[src/rtl/fnv_hash_controller.sv]
// Command sequencer between an I2C byte interface and an FNV-1a hash core.
// Decodes INIT / FEED / READ opcodes and serialises the hash snapshot back MSB first.
module fnv_hash_controller #(
    parameter int unsigned HASH_W   = 32,
    parameter logic [7:0]  CMD_INIT = 8'hA0,
    parameter logic [7:0]  CMD_FEED = 8'hA1,
    parameter logic [7:0]  CMD_READ = 8'hA2
) (
    input  logic              clk,
    input  logic              rst_n,
    input  logic              rx_valid_i,
    input  logic [7:0]        rx_data_i,
    output logic              rx_ready_o,
    input  logic              i2c_stop_i,
    input  logic              tx_req_i,
    output logic [7:0]        tx_data_o,
    output logic              hash_init_o,
    output logic              hash_en_o,
    output logic [7:0]        hash_byte_o,
    input  logic              hash_busy_i,
    input  logic [HASH_W-1:0] hash_value_i,
    output logic              err_o
);
    localparam int unsigned NumBytes = HASH_W / 8;
    localparam int unsigned IdxW     = $clog2(NumBytes + 1);
    localparam logic [IdxW-1:0] LastIdx = IdxW'(NumBytes);

    typedef enum logic [1:0] {StIdle, StLen, StFeed, StErr} state_e;

    state_e            state_q, state_d;
    logic [8:0]        rem_q, rem_d;
    logic              hash_en_q, hash_en_d;
    logic [7:0]        hash_byte_q, hash_byte_d;
    logic              init_pend_q, init_pend_d;
    logic              read_pend_q, read_pend_d;
    logic              armed_q, armed_d;
    logic [IdxW-1:0]   idx_q, idx_d;
    logic [HASH_W-1:0] snap_q, snap_d;
    logic [7:0]        tx_data_q, tx_data_d;
    logic              err_q, err_d;
    logic              alive_q;
    logic              accept;
    logic [HASH_W-1:0] snap_shift;

    // alive_q keeps rx_ready low while in reset and for the first cycle after release
    always_comb begin
        rx_ready_o = 1'b0;
        case (state_q)
            StFeed:  rx_ready_o = !hash_busy_i && !hash_en_q && (rem_q != 9'd0);
            default: rx_ready_o = 1'b1;
        endcase
        rx_ready_o = rx_ready_o && alive_q;
    end

    assign accept      = rx_valid_i && rx_ready_o;
    assign snap_shift  = snap_q << {idx_q, 3'b000};
    assign hash_init_o = init_pend_q && !hash_busy_i;
    assign hash_en_o   = hash_en_q;
    assign hash_byte_o = hash_byte_q;
    assign tx_data_o   = tx_data_q;
    assign err_o       = err_q;

    always_comb begin
        state_d     = state_q;
        rem_d       = rem_q;
        hash_en_d   = 1'b0;
        hash_byte_d = hash_byte_q;
        init_pend_d = init_pend_q && hash_busy_i;
        read_pend_d = read_pend_q;
        armed_d     = armed_q;
        idx_d       = idx_q;
        snap_d      = snap_q;
        tx_data_d   = tx_data_q;
        err_d       = err_q;

        if (read_pend_q && !hash_busy_i) begin
            snap_d      = hash_value_i;
            read_pend_d = 1'b0;
        end

        // Readback uses the pre-accept index so a coincident CMD_READ resets it afterwards
        if (tx_req_i) begin
            if (armed_q && (idx_q < LastIdx)) begin
                tx_data_d = snap_shift[HASH_W-1 -: 8];
                idx_d     = idx_q + IdxW'(1);
            end else begin
                tx_data_d = 8'hFF;
            end
        end

        if (accept) begin
            case (state_q)
                StIdle: begin
                    if (rx_data_i == CMD_INIT) begin
                        init_pend_d = 1'b1;
                        err_d       = 1'b0;
                    end else if (rx_data_i == CMD_FEED) begin
                        state_d = StLen;
                    end else if (rx_data_i == CMD_READ) begin
                        read_pend_d = 1'b1;
                        armed_d     = 1'b1;
                        idx_d       = '0;
                    end else begin
                        err_d   = 1'b1;
                        state_d = StErr;
                    end
                end
                StLen: begin
                    rem_d   = (rx_data_i == 8'd0) ? 9'd256 : {1'b0, rx_data_i};
                    state_d = StFeed;
                end
                StFeed: begin
                    hash_en_d   = 1'b1;
                    hash_byte_d = rx_data_i;
                    rem_d       = rem_q - 9'd1;
                end
                default: ;
            endcase
        end

        if ((state_q == StFeed) && hash_en_q && (rem_q == 9'd0)) begin
            state_d = StIdle;
        end

        // Stop is applied on top of whatever the coincident byte already did
        if (i2c_stop_i) begin
            if ((state_d == StLen) || ((state_d == StFeed) && (rem_d != 9'd0))) begin
                err_d = 1'b1;
            end
            state_d = StIdle;
        end
    end

    always_ff @(posedge clk or negedge rst_n) begin
        if (!rst_n) begin
            state_q     <= StIdle;
            rem_q       <= 9'd0;
            hash_en_q   <= 1'b0;
            hash_byte_q <= 8'd0;
            init_pend_q <= 1'b0;
            read_pend_q <= 1'b0;
            armed_q     <= 1'b0;
            idx_q       <= '0;
            snap_q      <= '0;
            tx_data_q   <= 8'hFF;
            err_q       <= 1'b0;
            alive_q     <= 1'b0;
        end else begin
            state_q     <= state_d;
            rem_q       <= rem_d;
            hash_en_q   <= hash_en_d;
            hash_byte_q <= hash_byte_d;
            init_pend_q <= init_pend_d;
            read_pend_q <= read_pend_d;
            armed_q     <= armed_d;
            idx_q       <= idx_d;
            snap_q      <= snap_d;
            tx_data_q   <= tx_data_d;
            err_q       <= err_d;
            alive_q     <= 1'b1;
        end
    end

endmodule

[config.mk]
export PLATFORM = sky130hd
export DESIGN_NAME = fnv_hash_controller
export DESIGN_NICKNAME = d
export VERILOG_FILES = /design/src/rtl/fnv_hash_controller.sv
export SDC_FILE = /design/constraint.sdc
export NUM_CORES = 1
export LEC_CHECK = 0
export BUFFER_PORTS_ARGS = -buffer_cell sky130_fd_sc_hd__buf_2
export CAP_MARGIN = 20
export CORE_MARGIN = 10
export CORE_UTILIZATION = 51
export DETAILED_ROUTE_END_ITERATION = 12
export PLACE_DENSITY = 0.79
export SYNTH_ARGS = -nofsm -noshare
export SYNTH_HDL_FRONTEND = slang
export SYNTH_SLANG_ARGS = --single-unit
[constraint.sdc]
create_clock -name clk -period 3.6 [get_ports clk]
set_clock_uncertainty 0.1 [all_clocks]
set_input_delay 0.54 -clock clk [delete_from_list [all_inputs] [get_ports clk]]
set_output_delay 0.54 -clock clk [all_outputs]
set_load 0.02 [all_outputs]
---- After elaboration in Yosys (flattened, before gate mapping) ----
Index checks and enable logic that the tools add are counted.
word-level totals
  input bits .............................. 46
  flip-flop bits (word level) ............. 68
operators by class
  shifts and indexed selects .............. 1
  order comparisons ....................... 1
  reduce and logical (&&, ||, !) cells .... 21
  multiplexer cells ....................... 37
  equality and inequality tests ........... 7
  $add $sub $neg .......................... 2
  bitwise gates (word level) .............. 2
operators by type and width
  cell                                                                    count
  32-bit by 6-bit << shifter with 32-bit output                           1
  8-bit equality test (second input constant)                             3
  3-bit 2-to-1 mux                                                        7
  1-bit 2-to-1 mux                                                        19
  9-bit 2-to-1 mux                                                        2
  9-bit one-hot mux with 2 select lines                                   1
  9-bit nonzero test                                                      2
  2-bit 2-to-1 mux                                                        6
  1-bit logical AND                                                       11
  9-bit logical NOT                                                       1
  9-bit by 1-bit subtractor with 9-bit output (second input constant)     1
  8-bit logical NOT                                                       1
  8-bit 2-to-1 mux                                                        1
  5-bit AND reduction                                                     1
  2-bit by 1-bit equality test with 1-bit output (second input constant)  2
  2-bit equality test (second input constant)                             2
  2-bit one-hot mux with 2 select lines                                   1
  3-bit by 1-bit adder with 3-bit output (second input constant)          1
  3-bit less-than comparator (second input constant)                      1
  1-bit logical NOT                                                       2
  2-bit logical NOT                                                       1
  1-bit NOT                                                               2
  2-bit AND reduction                                                     1
  1-bit logical OR                                                        1

---- Logic depth before layout (Yosys ltp) ----
Gate-level depths: netlist of the first run.
  depth after elaboration ................. 13
  gate-level depth with buffers ........... 9
  gate-level depth less buffers ........... 9

---- Worst setup path after synthesis of the first run ----
Ideal clock, no wire load.
  path type ............................... register -> register
  start point ............................. reg rem_q[0]
  end point ............................... reg err_q, in the netlist err_o
  required time ........................... 3397 ps
  cell stages (with the launch flop) ...... 9
  arrival ................................. 2393 ps
  path slack .............................. 1003 ps
  setup time .............................. 103 ps
  cell sequence ........................... dfrtp_1 > inv_1 > ha_1 > or4b_4 > nor4b_4 > nor2_1 > a221oi_1 > a32oi_1 > o41ai_2
on the way
  word-level cells in the longest chain between the ends .. 12
ends and longest elaborated chain
  item                                                                                                  RTL line  text
  start, declared                                                                                       31        logic [8:0] rem_q, rem_d;
  start signal, assigned                                                                                150       rem_q <= rem_d;
  parallel branches: the longest is 11 deep, another holds 9-bit by 1-bit subtractor with 9-bit output  --
  1-bit 2-to-1 mux (*)                                                                                  126       if (i2c_stop_i) begin
  net err_d                                                                                             40        logic err_q, err_d;
  end signal, assigned                                                                                  159       err_q <= err_d;
  end, declared                                                                                         40
Mark *: on every way through the listed nets, which the timed path passes.
A chain may end at the register's enable or synchronous reset.

---- Final worst setup path of the first run ----
  start point ............................. reg rem_q[0]
  end point ............................... out rx_ready_o
on the way
  word-level cells in the longest chain between the ends .. 4
ends and longest elaborated chain
  item                RTL line  text
  9-bit nonzero test  49        StFeed: rx_ready_o = !hash_busy_i && !hash_en_q && (rem_q != 9'd0);
  1-bit logical AND   49
  1-bit 2-to-1 mux    48        case (state_q)
  1-bit logical AND   52        rx_ready_o = rx_ready_o && alive_q;
  end, declared       13        output logic rx_ready_o,
Every way passes these cells.

==> results of run 1 <==
per-layer routing:
metal	share of wire, %	global-route usage [%]	vias up
met2	49	24.2	71
li1	-	-	1083
met1	43	18.7	1124
met3	5.8	3.94	15
met4	2.1	7.72	0
met5	0	0	-
critical path: stages (launching register included):
cell and delay [ps]:
dfrtp_1 420, inv_1 110, ha_1 180, or4b_4 490
nor4b_4 540, nor2_1 100, buf_2 180
cell families after synthesis:
| family | after synthesis |
|---|---|
| flip-flops | 68 |
| AND/OR/NAND/NOR | 64 |
| multiplexers | 49 |
| AO/OA/AOI/OAI | 47 |
| buffers and inverters | 18 |
| adder cells (fa/ha/maj) | 5 |
| XOR/XNOR | 3 |
| other | 1 |
registers in the layout, summed over array words and instances, names as in the netlist:
name and cells:
snap_q 32, rem_q 9, hash_byte_o 8, tx_data_o 8
idx_q 3, state_q 2, alive_q 1, armed_q 1
err_o 1, hash_en_o 1, init_pend_q 1, read_pend_q 1
layout make-up:
class | instances | area [um^2]
clock buffer | 12 | 155
timing repair buffer | 69 | 355
inverter | 8 | 30.0
fill | 500 | 2160
clock inverter | 4 | 72.6
sequential | 68 | 1710
tap | 75 | 93.8
multi-input combinational | 169 | 1450
metrics by stage:
stage | cell area, um^2 | setup slack [ps] | total power, mW | hold WS, ps | std cells
2_1_floorplan | 3230 | 1000 | 1.31 | 144 | 255
3_3_place_gp | 3640 | 805 | 1.49 | 353 | 389
3_5_place_dp | 3640 | 682 | 1.50 | 372 | 389
4_1_cts | 3870 | 579 | 2.21 | 64.3 | 405
5_1_grt | 3870 | 426 | 2.32 | 81.7 | 405
6_report | 3870 | 589 | 2.19 | 53.8 | 405
cells in the mapped netlist (4+ instances only):
cell type / n
o21a_1: 4
o21ai_0: 7
nor2_1: 14
nand2_1: 13
o31ai_1: 5
nand2b_1: 4
ha_1: 5
or2_2: 5
buf_1: 4
a21oi_1: 7
nor3_1: 4
dfrtp_1: 60
mux4_2: 8
dfstp_2: 8
inv_1: 8
mux2_2: 40
o22a_1: 9
worst min-delay path by stage:
stage,start,endpoint,slack [ps],depth (start not counted)
floorplan,rst_n,alive_q,140,0
global placement,read_pend_q,read_pend_q,350,1
detailed placement,read_pend_q,read_pend_q,370,1
CTS,rst_n,snap_q[23],60,1
global route,rst_n,snap_q[23],80,1
finish,rst_n,snap_q[23],50,1
power by group:
part	internal, mW	total, mW	switching [mW]	leakage (nW)
clock network	0.427	0.707	0.280	0.113
registers	0.870	1.00	0.131	0.885
logic	0.228	0.482	0.253	0.847
==> flow_summary_export.csv, run 1 <==
group,metric,value,unit
synth,synth-seq-area-share,52.9,%
clock_network,cts-root-buf,"clkbuf_8",
layout,syn_to_final_growth,19.7,%
timing,hold_viol,0,
synth,async_flop_share,100,%
floorplan,die_area,0.00992,mm^2
setup_path,crit_type,"flop to output pin",
layout,layout.nets,376,
floorplan,die_y,99.6,um
clock_network,postCtsSetupRepairBufs,0,
synth,ys_ff_latch,68,
global_routing,grt_pass1_vias,2491,
clock_network,numCtsBuffers,9,
synth,synth_largest_area_cell,"dfrtp_1",
global_routing,grt_pass1_wl,12200,um
setup_path,reg2reg_to,"err_o",
placement,port_buffers,65,
clock_network,clkSlewWorstSetupHoldPaths,70,ps
setup_path,worstPathArrival,2370,ps
drt,num_vias,2293,
timing,report.final.slew_viol_count,0,
global_routing,antenna_found_initial,0,
clock_network,clock_sinks,68,
synth,netlist_area,0.00323,mm^2
run_status,status,"complete, no violations",
synth,synth_xor_area_share,0.813,%
timing,timing.setup.tns,0,ps
synth,yosys.area_share.adder,1.93,%
placement,place_hpwl,5380,um
clock_network,cts_max_path_buffers,2,
clock_network,ctsHoldBuffers,0,
timing,fmax,332,MHz
setup_path,startpoint,"rem_q[0]",
layout,layout_commonest_cell,"buf_2",
clock_network,clock_latency,340,ps
drt,first_pass_iters,5,
synth,synth_top_family_by_area,"multiplexers",
drt,wire_per_inst,17.9,um
timing,finalSetupViolations,0,
drt,drtAntennaViolNets,0,
placement,place_congestion,0.949,
layout,layout-drive-gt1-share,45.8,%
timing,rsz0062_at_grt,"no",
drt,drcViolationCount,0,
timing,finalCritPeriodShare,83.7,%
power,p_per_area,566,mW/mm^2
setup_path,cp-start-kind,"flop",
floorplan,rows,28,
timing,worst_pin_slew,631,ps
clock_network,ctsResizeCount,0,
synth,muxShareOfSynthArea,19.8,%
synth,ys_types,51,
floorplan,start_util,53.7,%
layout,mostFrequentLayoutCells,"buf_2 (65), dfrtp_1 (60), mux2_2 (40)",
synth,synthCells,255,
clock_network,htree_levels,3,
floorplan,die_w,99.6,um
setup_path,worstSetupEndpoint,"rx_ready_o",
synth,ys_warn_count,0,
global_routing,globalRouteOverflowTotal,0,
synth,synth_compound_area_share,10.6,%
setup_path,endpoint_kind,"output pin",
timing,period_minus_slack,3010,ps
setup_path,r2r-start,"rem_q[0]",
drt,drt_first_iter_violations,89,
setup_path,crit_fanout,10,
setup_path,reg2reg_slack,680,ps
clock_network,cts_tree,"done",
synth,syn_area_per_cell,12.7,um^2
synth,synth_area_leaders,"dfrtp_1 (46%), mux2_2 (14%), dfstp_2 (6.5%), mux4_2 (5.6%), o22a_1 (2.4%)",
min_path,hold_class,"input port to async pin",
layout,utilization,64.2,%
synth,synth_edf_count,0,
synth,ys.flop_type,"dfrtp_1",
global_routing,grt_max_degree,46,
synth,synth_nets,306,
drt,avgViaCountPerCell,5.66,
floorplan,fp.coreArea,0.00603,mm^2
setup_path,r2r_cells,8,
floorplan,io_pins,66,
synth,synth-simple-area-share,11.5,%
power,leakage,1.84,nW
synth,synth.top_cell.area_share,46.4,%
drt,wl,7270,um
power,vdd_drop_max,0.341,mV
timing,relSlewSlack,57.9,%
setup_path,cp_data_required_time,2960,ps
job,maxCapViolCount,0,
layout,n_antenna_cell,0,
global_routing,track_usage,15.2,%
Note: power is estimated with default switching activity, not from simulation.
==> run 2, diff against run 1 <==
ABC_AREA = 1   (was unset)
CORE_UTILIZATION = 50   (was 51)
PLACE_DENSITY = 0.8   (was 0.79)
clock period = 2.6 ns   (was 3.6 ns; I/O delays follow)
==> run 2 against run 1 <==
  * Register-to-register slack got worse by 450 ps
  * Sequential power rose by 27%
  * Hold slack improved by 84 ps
  * Core utilization fell by 3.6 points
  * Critical path depth rose by 2
  * Worst setup slack got worse by 400 ps
  * Combinational power rose by 34%
  * Synthesized cell count rose by 55%
  * Cell count rose by 36%
  * Clock-buffer cell count fell by 2
  * Critical endpoint unchanged
==> flow_summary_export.csv, run 2 <==
group,metric,value,unit
layout,mostFrequentLayoutCells,"nand2_1 (69), buf_2 (65), dfrtp_1 (60)",
global_routing,track_usage,16.8,%
power,vdd_drop_max,0.514,mV
drt,num_vias,2942,
power,finalPower,2.96,mW
timing,fmax,414,MHz
layout,layout_commonest_cell,"nand2_1",
synth,async_flop_share,100,%
synth,ys_warn_count,0,
clock_network,ctsHoldBuffers,0,
placement,dpl_cell_area,0.00386,mm^2
clock_network,cts_max_path_buffers,2,
synth,synth.top_cell.area_share,43.6,%
setup_path,crit_fanout,8,
setup_path,r2r-start,"state_q[0]",
layout,utilization,60.6,%
global_routing,grt_max_degree,69,
setup_path,crit_type,"flop to output pin",
layout,syn_to_final_growth,18.8,%
power,leakage,2.08,nW
timing,relSlewSlack,43.3,%
synth,ys_ff_latch,68,
synth,synth_common_cells,"nand2_1 (69), dfrtp_1 (60), inv_1 (54)",
timing,hold_viol,0,
power,p_per_area,723,mW/mm^2
clock_network,cts_tree,"done",
clock_network,ctsResizeCount,0,
synth,ys.flop_type,"dfrtp_1",
placement,port_buffers,65,
placement,place_hpwl,6250,um
clock_network,htree_levels,3,
timing,finalCritPeriodShare,92.8,%
layout,layout-drive-gt1-share,29.2,%
timing,report.final.slew_viol_count,0,
synth,netlist_area,0.00345,mm^2
synth,synth_nets,446,
drt,first_pass_iters,4,
clock_network,numCtsBuffers,9,
drt,drcViolationCount,0,
clock_network,postCtsSetupRepairBufs,0,
floorplan,die_area,0.0106,mm^2
setup_path,r2r_cells,15,
floorplan,die_y,103,um
timing,rsz0062_at_grt,"no",
synth,syn_area_per_cell,8.73,um^2
layout,largest_reg_flops,32,
setup_path,worstPathArrival,1920,ps
clock_network,clock_latency,340,ps
drt,avgViaCountPerCell,5.36,
layout,fin_area,0.00410,mm^2
synth,synth_area_leaders,"dfrtp_1 (44%), mux2_2 (8.5%), nand2_1 (7.5%), dfstp_2 (6.1%), inv_1 (5.9%)",
setup_path,cp-start-kind,"flop",
setup_path,reg2reg_slack,230,ps
global_routing,grt_pass1_wl,14200,um
synth,synthCells,395,
global_routing,antenna_found_initial,0,
layout,largest_register,"snap_q",
global_routing,globalRouteOverflowTotal,0,
clock_network,cts-root-buf,"clkbuf_8",
job,maxCapViolCount,0,
floorplan,io_pins,66,
timing,period_minus_slack,2410,ps
floorplan,start_util,51.0,%
floorplan,die_w,103,um
synth,ys_types,34,
timing,finalSetupViolations,0,
setup_path,endpoint_kind,"output pin",
synth,synth_edf_count,0,
timing,whs,138,ps
setup_path,reg2reg_to,"err_o",
drt,drtAntennaViolNets,0,
timing,timing.setup.tns,0,ps
drt,wl,8620,um
placement,place_congestion,0.922,
drt,wire_per_inst,15.7,um
run_status,status,"complete, no violations",
layout,reg.largest.list,"snap_q (32), rem_q (9)",
setup_path,cp_data_required_time,2110,ps
timing,worst_pin_slew,850,ps
min_path,hold_class,"input port to async pin",
clock_network,clkSlewWorstSetupHoldPaths,70,ps
synth,yosysMostFrequentCell,"nand2_1",
layout,layout.nets,515,
layout,n_antenna_cell,0,
drt,drt_first_iter_violations,118,
global_routing,grt_pass1_vias,3069,
clock_network,clock_sinks,68,
synth,synth_largest_area_cell,"dfrtp_1",
floorplan,rows,30,
floorplan,fp.coreArea,0.00676,mm^2
synth,synth-seq-area-share,49.7,%
-- run 2: kinds of logic (layout without fill, tap and decap cells) --
logic type,after synthesis,count (layout),share of synthesized area [%]
and+or+nand+nor,147,147,19.2
AOI/OAI and AO/OA,76,76,12.6
buffers and inverters,72,146,8.09
DFF,68,68,49.7
muxes,26,26,8.49
adders and majority gates,5,5,1.81
other,1,1,0.109
-- run 2: critical path, stage by stage (launching register included) --
cell     delay, ps
dfrtp_1        390
inv_1           90
ha_1           400
inv_2          120
nor2_2         140
nand3_4        140
nand2_1        110
inv_1           40
buf_2          150
-- run 2: per-stage QoR --
step           std cells  worst slack, ps
6_report             549              186
5_1_grt              549             8.75
4_1_cts              549              176
3_5_place_dp         533              293
3_3_place_gp         533              346
2_1_floorplan        395              653
-- run 2: final cells by class --
| class | instances | area (um^2) |
|---|---|---|
| fill | 582 | 2660 |
| sequential | 68 | 1710 |
| multi-input combinational | 255 | 1460 |
| timing repair buffer | 70 | 363 |
| inverter | 60 | 225 |
| clock buffer | 10 | 128 |
| clock inverter | 6 | 111 |
| tap | 80 | 100 |
-- run 2: where the power goes --
group / leakage (nW) / internal [mW] / switching, mW / total [mW]
clock: 0.117 / 0.639 / 0.411 / 1.05
combinational: 1.14 / 0.225 / 0.418 / 0.644
sequential: 0.824 / 1.17 / 0.0945 / 1.27
-- run 2: metal layers --
metal	track usage (%)	part of all wire, %
met5	0	0
met4	4.71	1.4
met3	6.03	7.6
met2	28.5	48
met1	19.6	43
-- run 2: worst max path at each step --
stage | slack (ps) | depth (start not counted) | endpoint | from
2_1_floorplan | 650 | 17 | err_o | rem_q[0]
3_3_place_gp | 350 | 17 | err_o | state_q[0]
3_5_place_dp | 290 | 17 | err_o | state_q[0]
4_1_cts | 180 | 8 | rx_ready_o | state_q[0]
5_1_grt | 9 | 17 | err_o | state_q[0]
6_report | 190 | 8 | rx_ready_o | state_q[0]
